--- config.mk ---
export PLATFORM = sky130hd
export DESIGN_NAME = mem_arbiter
export DESIGN_NICKNAME = d
export VERILOG_FILES = /design/src/rtl/mem_arbiter_pkg.sv /design/src/rtl/mem_arbiter_rr_arb2.sv /design/src/rtl/mem_arbiter.sv
export SDC_FILE = /design/constraint.sdc
export NUM_CORES = 1
export LEC_CHECK = 0
export CAP_MARGIN = 20
export CORE_UTILIZATION = 34
export DETAILED_ROUTE_END_ITERATION = 8
export MAX_ROUTING_LAYER = met4
export PLACE_DENSITY_LB_ADDON = 0.15
export SLEW_MARGIN = 10
export SYNTH_ARGS = -nofsm -noshare
export SYNTH_HDL_FRONTEND = slang
export SYNTH_SLANG_ARGS = --single-unit
--- constraint.sdc ---
create_clock -name clk -period 1.39 [get_ports clk]
set_input_delay 0.3475 -clock clk [delete_from_list [all_inputs] [get_ports clk]]
set_output_delay 0.3475 -clock clk [all_outputs]
set_load 0.005 [all_outputs]
--- src/rtl/mem_arbiter_pkg.sv ---
// Shared types and constants for the two-port memory arbiter.
package mem_arbiter_pkg;

   localparam int NUM_PORTS          = 2;
   localparam int DATA_W             = 16;
   localparam int ADDR_W             = 16;
   localparam int DEF_TIMEOUT_CYCLES = 16;

   typedef enum logic [1:0] {
      IDLE  = 2'd0,
      ISSUE = 2'd1,
      WAIT  = 2'd2,
      DONE  = 2'd3
   } state_t;

endpackage

--- src/rtl/mem_arbiter_rr_arb2.sv ---
// Two-way round-robin grant: a lone requester wins, a tie goes to the
// port that was not granted last.
module rr_arb2
   import mem_arbiter_pkg::*;
(
   input  logic [NUM_PORTS-1:0] req,
   input  logic                 last,
   output logic [NUM_PORTS-1:0] gnt
);

   // One-hot grant from the request pair and the last-grant pointer.
   always_comb begin
      gnt = '0;
      case (req)
         2'b01:   gnt = 2'b01;
         2'b10:   gnt = 2'b10;
         2'b11:   gnt = last ? 2'b01 : 2'b10;
         default: gnt = '0;
      endcase
   end

endmodule

--- src/rtl/mem_arbiter.sv ---
// Arbitrates two requesters onto one memory port: grant, issue one cycle,
// wait for ready (bounded by TIMEOUT_CYCLES), then a one-cycle ack.
module mem_arbiter
   import mem_arbiter_pkg::*;
#(
   parameter int TIMEOUT_CYCLES = DEF_TIMEOUT_CYCLES
)
(
   input  logic        clk,
   input  logic        rst_n,
   input  logic        p0_req,
   input  logic        p0_we,
   input  logic [15:0] p0_addr,
   input  logic [15:0] p0_wdata,
   output logic        p0_ack,
   output logic [15:0] p0_rdata,
   input  logic        p1_req,
   input  logic        p1_we,
   input  logic [15:0] p1_addr,
   input  logic [15:0] p1_wdata,
   output logic        p1_ack,
   output logic [15:0] p1_rdata,
   output logic        mem_w,
   output logic [15:0] mem_addr,
   output logic [15:0] mem_wdata,
   input  logic [15:0] mem_rdata,
   input  logic        mem_ready,
   output logic        busy,
   output logic        err
);

   localparam int CNT_W = ($clog2(TIMEOUT_CYCLES + 1) > 5) ? $clog2(TIMEOUT_CYCLES + 1) : 5;
   localparam logic [CNT_W-1:0] CNT_LAST = CNT_W'(TIMEOUT_CYCLES - 1);

   state_t              state;
   state_t              next_state;
   logic [1:0]          gnt;
   logic                gnt_q;     // granted port index: 0 = p0, 1 = p1
   logic                last_q;    // port granted most recently
   logic                we_q;
   logic [ADDR_W-1:0]   addr_q;
   logic [DATA_W-1:0]   wdata_q;
   logic [CNT_W-1:0]    wait_cnt;
   logic                timeout;
   logic                err_q;
   logic [DATA_W-1:0]   rdata0_q;
   logic [DATA_W-1:0]   rdata1_q;

   rr_arb2 u_rr_arb2 (
      .req  ({p1_req, p0_req}),
      .last (last_q),
      .gnt  (gnt)
   );

   assign mem_addr  = addr_q;
   assign mem_wdata = wdata_q;
   assign err       = err_q;
   assign p0_rdata  = rdata0_q;
   assign p1_rdata  = rdata1_q;

   // State register.
   always_ff @(posedge clk) begin
      if (!rst_n) state <= IDLE;
      else        state <= next_state;
   end

   // Next-state decode and state-derived outputs (strobe, acks, busy).
   always_comb begin
      next_state = state;
      timeout    = 1'b0;
      mem_w      = 1'b0;
      p0_ack     = 1'b0;
      p1_ack     = 1'b0;
      case (state)
         IDLE: begin
            if (|gnt) next_state = ISSUE;
         end
         ISSUE: begin
            mem_w      = we_q;
            next_state = WAIT;
         end
         WAIT: begin
            if (mem_ready) begin
               next_state = DONE;
            end else if (wait_cnt == CNT_LAST) begin
               next_state = DONE;
               timeout    = 1'b1;
            end
         end
         DONE: begin
            p0_ack     = ~gnt_q;
            p1_ack     = gnt_q;
            next_state = IDLE;
         end
         default: next_state = IDLE;
      endcase
      busy = (state != IDLE);
   end

   // Transfer latches, wait counter, read-data capture and sticky error.
   always_ff @(posedge clk) begin
      if (!rst_n) begin
         gnt_q    <= 1'b0;
         last_q   <= 1'b1;
         we_q     <= 1'b0;
         addr_q   <= '0;
         wdata_q  <= '0;
         wait_cnt <= '0;
         err_q    <= 1'b0;
         rdata0_q <= '0;
         rdata1_q <= '0;
      end else begin
         if (state == IDLE && |gnt) begin
            gnt_q   <= gnt[1];
            last_q  <= gnt[1];
            we_q    <= gnt[1] ? p1_we    : p0_we;
            addr_q  <= gnt[1] ? p1_addr  : p0_addr;
            wdata_q <= gnt[1] ? p1_wdata : p0_wdata;
         end
         wait_cnt <= (state == WAIT && next_state == WAIT) ? wait_cnt + 1'b1 : '0;
         if (state == WAIT && mem_ready && !we_q) begin
            if (gnt_q) rdata1_q <= mem_rdata;
            else       rdata0_q <= mem_rdata;
         end
         if (timeout) err_q <= 1'b1;
      end
   end

endmodule

# After elaboration in Yosys (flattened, before gate mapping)
# Cells that the tools add are included.
[totals]
word_cells = 46
in_bits = 87
register_bits = 75
output_inout_bits = 69
[classes]
muxes = 15
n_addsub = 1
bitwise = 1
n_eq_ne = 8
reduce_logical = 11
[op_table]
columns = ["operator", "count"]
rows = [
  ["two-way mux 16 bit", 2],
  ["== test 2 bit (second input constant)", 5],
  ["two-way mux 2 bit", 4],
  ["case mux 2 bit (4 select lines)", 1],
  ["two-way mux 1 bit", 7],
  ["case mux 2 bit (3 select lines)", 1],
  ["AND reduction 2 bit", 3],
  ["adder 5 x 1 -> 5 bit (second input constant)", 1],
  ["== test 5 x 4 -> 1 bit (second input constant)", 1],
  ["== test 2 x 1 -> 1 bit (second input constant)", 2],
  ["logical AND 1 bit", 4],
  ["logical NOT 2 bit", 1],
  ["nonzero test 2 bit", 1],
  ["OR reduction 2 bit", 1],
  ["logical NOT 1 bit", 1],
  ["NOT 1 bit", 1],
]

# Logic depth before layout (Yosys ltp)
[logic_depth]
depth_word = 8
depth_mapped = 7
depth_no_buf = 6

# Modules after synthesis
# A second synthesis with hierarchy kept.
[hier_totals]
cells_unflattened = 325
hier_area_um2 = 3123.0
[by_module_without_submodules]
columns = ["mod", "area_each_um2", "n_inst", "seq_area_each_um2", "cells_per_inst"]
rows = [
  ["mem_arbiter", 3104.2, 1, 1501.4, 322],
  ["rr_arb2", 18.8, 1, 0.0, 3],
]

# Least setup slack after synthesis
# OpenSTA, ideal clock, no wires.
[synth_timing]
path_kind = "register to register"
from = "reg state[0]"
to = "reg wait_cnt[2]"
path_buffers = 1
setup_ns = 0.130
stages_incl_launch_ff = 7
setup_slack_ns = -0.046
t_required_ns = 1.260
arrival_time_ns = 1.306
period_less_slack_ns = 1.436
path_cell_list = "dfxtp_1 inv_1 ha_1 buf_2 nor3b_1 o2111ai_1 nor2_1"
[synth_between]
elab_chain_len = 6
elab_cells_between_ends = 11
cone_classes = "eq/ne (4); mux (4); reduce/logical (3)"
[synth_rtl]
columns = ["element", "line", "source"]
rows = [
  ["start, declared", "mem_arbiter.sv:35", "state_t state;"],
  ["start signal, assigned", "mem_arbiter.sv:64", "else state <= next_state;"],
  ["two-way mux 2 bit", "mem_arbiter.sv:85", "end else if (wait_cnt == CNT_LAST) begin"],
  ["two-way mux 2 bit", "mem_arbiter.sv:83", "if (mem_ready) begin"],
  ["case mux 2 bit (4 select lines)", "mem_arbiter.sv:74", "case (state)"],
  ["== test 2 bit", "mem_arbiter.sv:120", "wait_cnt <= (state == WAIT && next_state == WAIT) ? wait_cnt + 1'b1 : '0;"],
  ["logical AND 1 bit *", "mem_arbiter.sv:120", ""],
  ["AND reduction 2 bit (no line) *", "--", ""],
  ["end signal, assigned", "mem_arbiter.sv:120", ""],
  ["end, declared", "mem_arbiter.sv:43", "logic [CNT_W-1:0] wait_cnt;"],
]
# Every way passes the cells marked *; elsewhere a longest branch is shown, timed or not.
# A chain may end at the register's enable or synchronous reset.

# Worst setup path after layout
[layout_timing]
from = "reg state[1]"
to = "out mem_w"
[layout_between]
elab_chain_len = 2
[layout_rtl]
columns = ["element", "line", "source"]
rows = [
  ["== test 2 x 1 -> 1 bit", "mem_arbiter.sv:74", ""],
  ["two-way mux 1 bit", "mem_arbiter.sv:74", ""],
  ["end, declared", "mem_arbiter.sv:23", "output logic mem_w,"],
]
# Every way passes these cells.

==> flow_summary.toml <==
[layout]
finalInstanceArea_sq_um = 5181
layout.cells.non_filler = 636
fin_nets = 619
syn_to_final_growth_pct = 74.36
final_layout_size_suffix_gt1_frac = 0.1808
antenna_cells = 0
nFillCells = 731

[synth]
syn_nets = 454
yosysTopAreaCell = "dfxtp_1"
synth.distinct_cells = 31
ys.flop_type = "dfxtp_1"
ys_warn_count = 0
synth_common_cells = "75 x dfxtp_1, 68 x a21oi_1, 61 x o21ai_0"
ys_seq_elements = 75
syn_inst = 361
synth_top_area_frac = 0.5053
synth-xor-area-share = 0.005895
async_reset_ff_frac = 0
synth_top_family_by_area = "compound AO/OA/AOI/OAI gates"
avgSynthCellArea_sq_um = 8.232
synth_area_sq_um = 2972
seq_area_frac_synth = 0.5053
synth.most_common_cell = "dfxtp_1"
yosys-top-cells-area = "dfxtp_1 51%, a21oi_1 11%, o21ai_0 10%, nand2_1 6.3%, nand3_1 5.6%"
synth_edf_count = 0
synth_compound_area_frac = 0.2547
muxShareOfSynthArea = 0
yosys.area_share.simple = 0.1520
yosys.area_share.adder = 0.02526

[detailed_routing]
vias = 3179
firstDrtPassIters = 4
vias_per_cell = 4.998
drt-total-wl_microns = 9710
ant_nets = 0
drcViolationCount = 0
wl_per_cell_microns = 15.27
drtIter0Drc = 85

[hold_path]
hp-class = "in2reg"
whs_path_depth = 2

[job]
maxCapViolCount = 0

[worst_setup_path]
critPathCaptureType = "output pin"
crit_family = "flip-flops"
ff2ff_setup_slack_ns = -0.08
critPathMaxStageDelay_ns = 0.39
cpMaxStageDelayCell = "dfxtp_4"
r2r_start = "state[0]"
timing.rr.end = "mem_wdata[6]"
crit_fanout = 3
r2r_cells = 7
critPathKind = "reg2out"
cp_num_buf_inv = 2
startpoint_type = "register"
critPathLaunch = "state[1]"
cp_data_arrival_time_ns = 1.15
cp_cell_sequence = "inv_4, ha_4, and2_4, buf_6"
worstPathRequired_ns = 1.04
cp.depth = 4
crit_path_end = "mem_w"

[power_and_ir_drop]
p_per_area_nw_per_um2 = 1415
ir_drop_uv = 695.2
power_leakage_nw = 2.284

[global_routing]
grt-ovfl-total = 0
antenna_found_initial = 0
grt_pass1_wl_microns = 14480
grt_usage = 0.2142
grt_max_degree = 71
grt_pass1_vias = 2946

[timing]
setup_viol = 49
fmax_mhz = 667.5
drv_slew = 0
slew_headroom = 0.8138
min_period_ns = 1.498
clock_skew_ns = 0.004433
report.final.hold_viol_count = 0
worst_pin_slew_ns = 0.2784
fin_ws_ns = -0.1081
rsz0062_at_grt = "yes"
period_share = 1.078

[place]
dpl.cell_count = 611
postPlaceCellArea_sq_um = 4743
numPortBuffers = 155
routabilityCongestion = 0.7808
post-dp-hpwl_microns = 6222

[clock_network]
clkSinkCount = 75
cts_tree = "built"
cts_root_buffer = "clkbuf_8"
clk_path_buf_depth = 2
cts-htree-levels = 3
cts_buffers = 9
hold_buffers = 0
worstSkewPairLatency_ns = 0.34
clk_pin_slew_ns = 0.08

[floorplanning]
num_rows = 33
start_util = 0.3563
fp.dieW_microns = 95.49
pin_count = 156
coreArea_sq_um = 8341
fp.dieH_microns = 95.49
fp.dieArea_sq_um = 9117

[run_status]
violations = "negative setup slack"
status = "finished with violations"
-- logic make-up after synthesis --
logic type / Yosys count
AOI/OAI and AO/OA: 143
and+or+nand+nor: 100
DFF: 75
buffers and inverters: 35
adders and majority gates: 6
xor gates and xnor gates: 2
-- what timing repair did --
action                                  in CTS  in global routing
setup buffers                                0                  3
cloned                                       2                  4
pin swaps                                    6                  3
endpoints found under the setup margin     141                 75
gates resized for setup                    136                 16
-- worst reg2reg max path: stages (launching register included) --
cell and delay (ns):
dfxtp_4 0.38, inv_2 0.06, ha_2 0.19, buf_6 0.13
o21a_4 0.24, clkbuf_16 0.19, o21ai_1 0.06, a21oi_1 0.15
-- routing by layer --
metal,vias up,GRT usage,part of all wire
met1,1469,0.2544,0.42
met2,116,0.3482,0.49
met4,0,0.07338,0.015
met5,-,-,0
met3,12,0.05901,0.068
li1,1582,-,-
-- cell usage in the layout (no fill, tap or decap), types with 2 or more instances in the layout --
cell	instances
a21oi_1	68
and2_4	2
buf_12	7
buf_16	2
buf_2	2
buf_4	14
buf_6	5
clkbuf_16	4
clkbuf_8	9
clkdlybuf4s50_1	85
clkinv_2	3
clkinvlp_4	2
dfxtp_1	50
dfxtp_2	23
dfxtp_4	2
dlygate4sd2_1	65
ha_4	4
inv_1	2
inv_2	2
nand2_1	50
nand3_1	33
nor2_1	6
o21ai_0	47
o21ai_1	18
o21ai_2	2
-- layout make-up --
class	instances	area, sq um	share of cell area
sequential	75	1538	0.2968
multi-input combinational	251	1411	0.2724
inverter	5	21.27	0.004105
timing repair buffer	184	1887	0.3642
clock buffer	9	123.9	0.02391
clock inverter	7	68.82	0.01328
tap	105	131.4	0.02536
-- power by group --
group / switching, mW / internal, mW / leakage [nW]
registers: 0.239 / 2.57 / 0.625
clock network: 0.828 / 0.822 / 0.0950
logic: 1.33 / 1.54 / 1.56
total: 2.40 / 4.94 / 2.28
-- worst min-delay path by stage --
stage,start,endpoint,slack [ns]
5_1_grt,rst_n,state[1],0.35
3_5_place_dp,p0_rdata[12],p0_rdata[12],0.46
2_1_floorplan,wait_cnt[0],wait_cnt[0],0.42
3_3_place_gp,p0_rdata[9],p0_rdata[9],0.45
4_1_cts,rst_n,state[1],0.34
6_report,rst_n,state[1],0.35
-- state kept, by name, indices dropped and copies added, names as in the netlist --
| name | flops |
|---|---|
| p0_rdata | 16 |
| state | 2 |
| p1_rdata | 16 |
| gnt_q | 1 |
| mem_addr | 16 |
| we_q | 1 |
| mem_wdata | 16 |
| wait_cnt | 5 |
| err | 1 |
| last_q | 1 |
-- through the flow --
stage / setup TNS, ns / setup WS, ns / hold WS (ns) / total power, mW / util
after global placement: -15.25 / -0.3023 / 0.4538 / 5.320 / 0.5687
after global routing: -7.374 / -0.1559 / 0.3473 / 7.762 / 0.6212
after floorplan: -0.07207 / -0.007194 / 0.4175 / 3.848 / -
after CTS: -0.5142 / -0.1383 / 0.3389 / 7.107 / 0.5984
final: -1.695 / -0.1081 / 0.3527 / 7.333 / 0.6212
after detailed placement: -16.85 / -0.3397 / 0.4627 / 5.370 / 0.5687
Note: power is estimated with default switching activity, not from simulation.
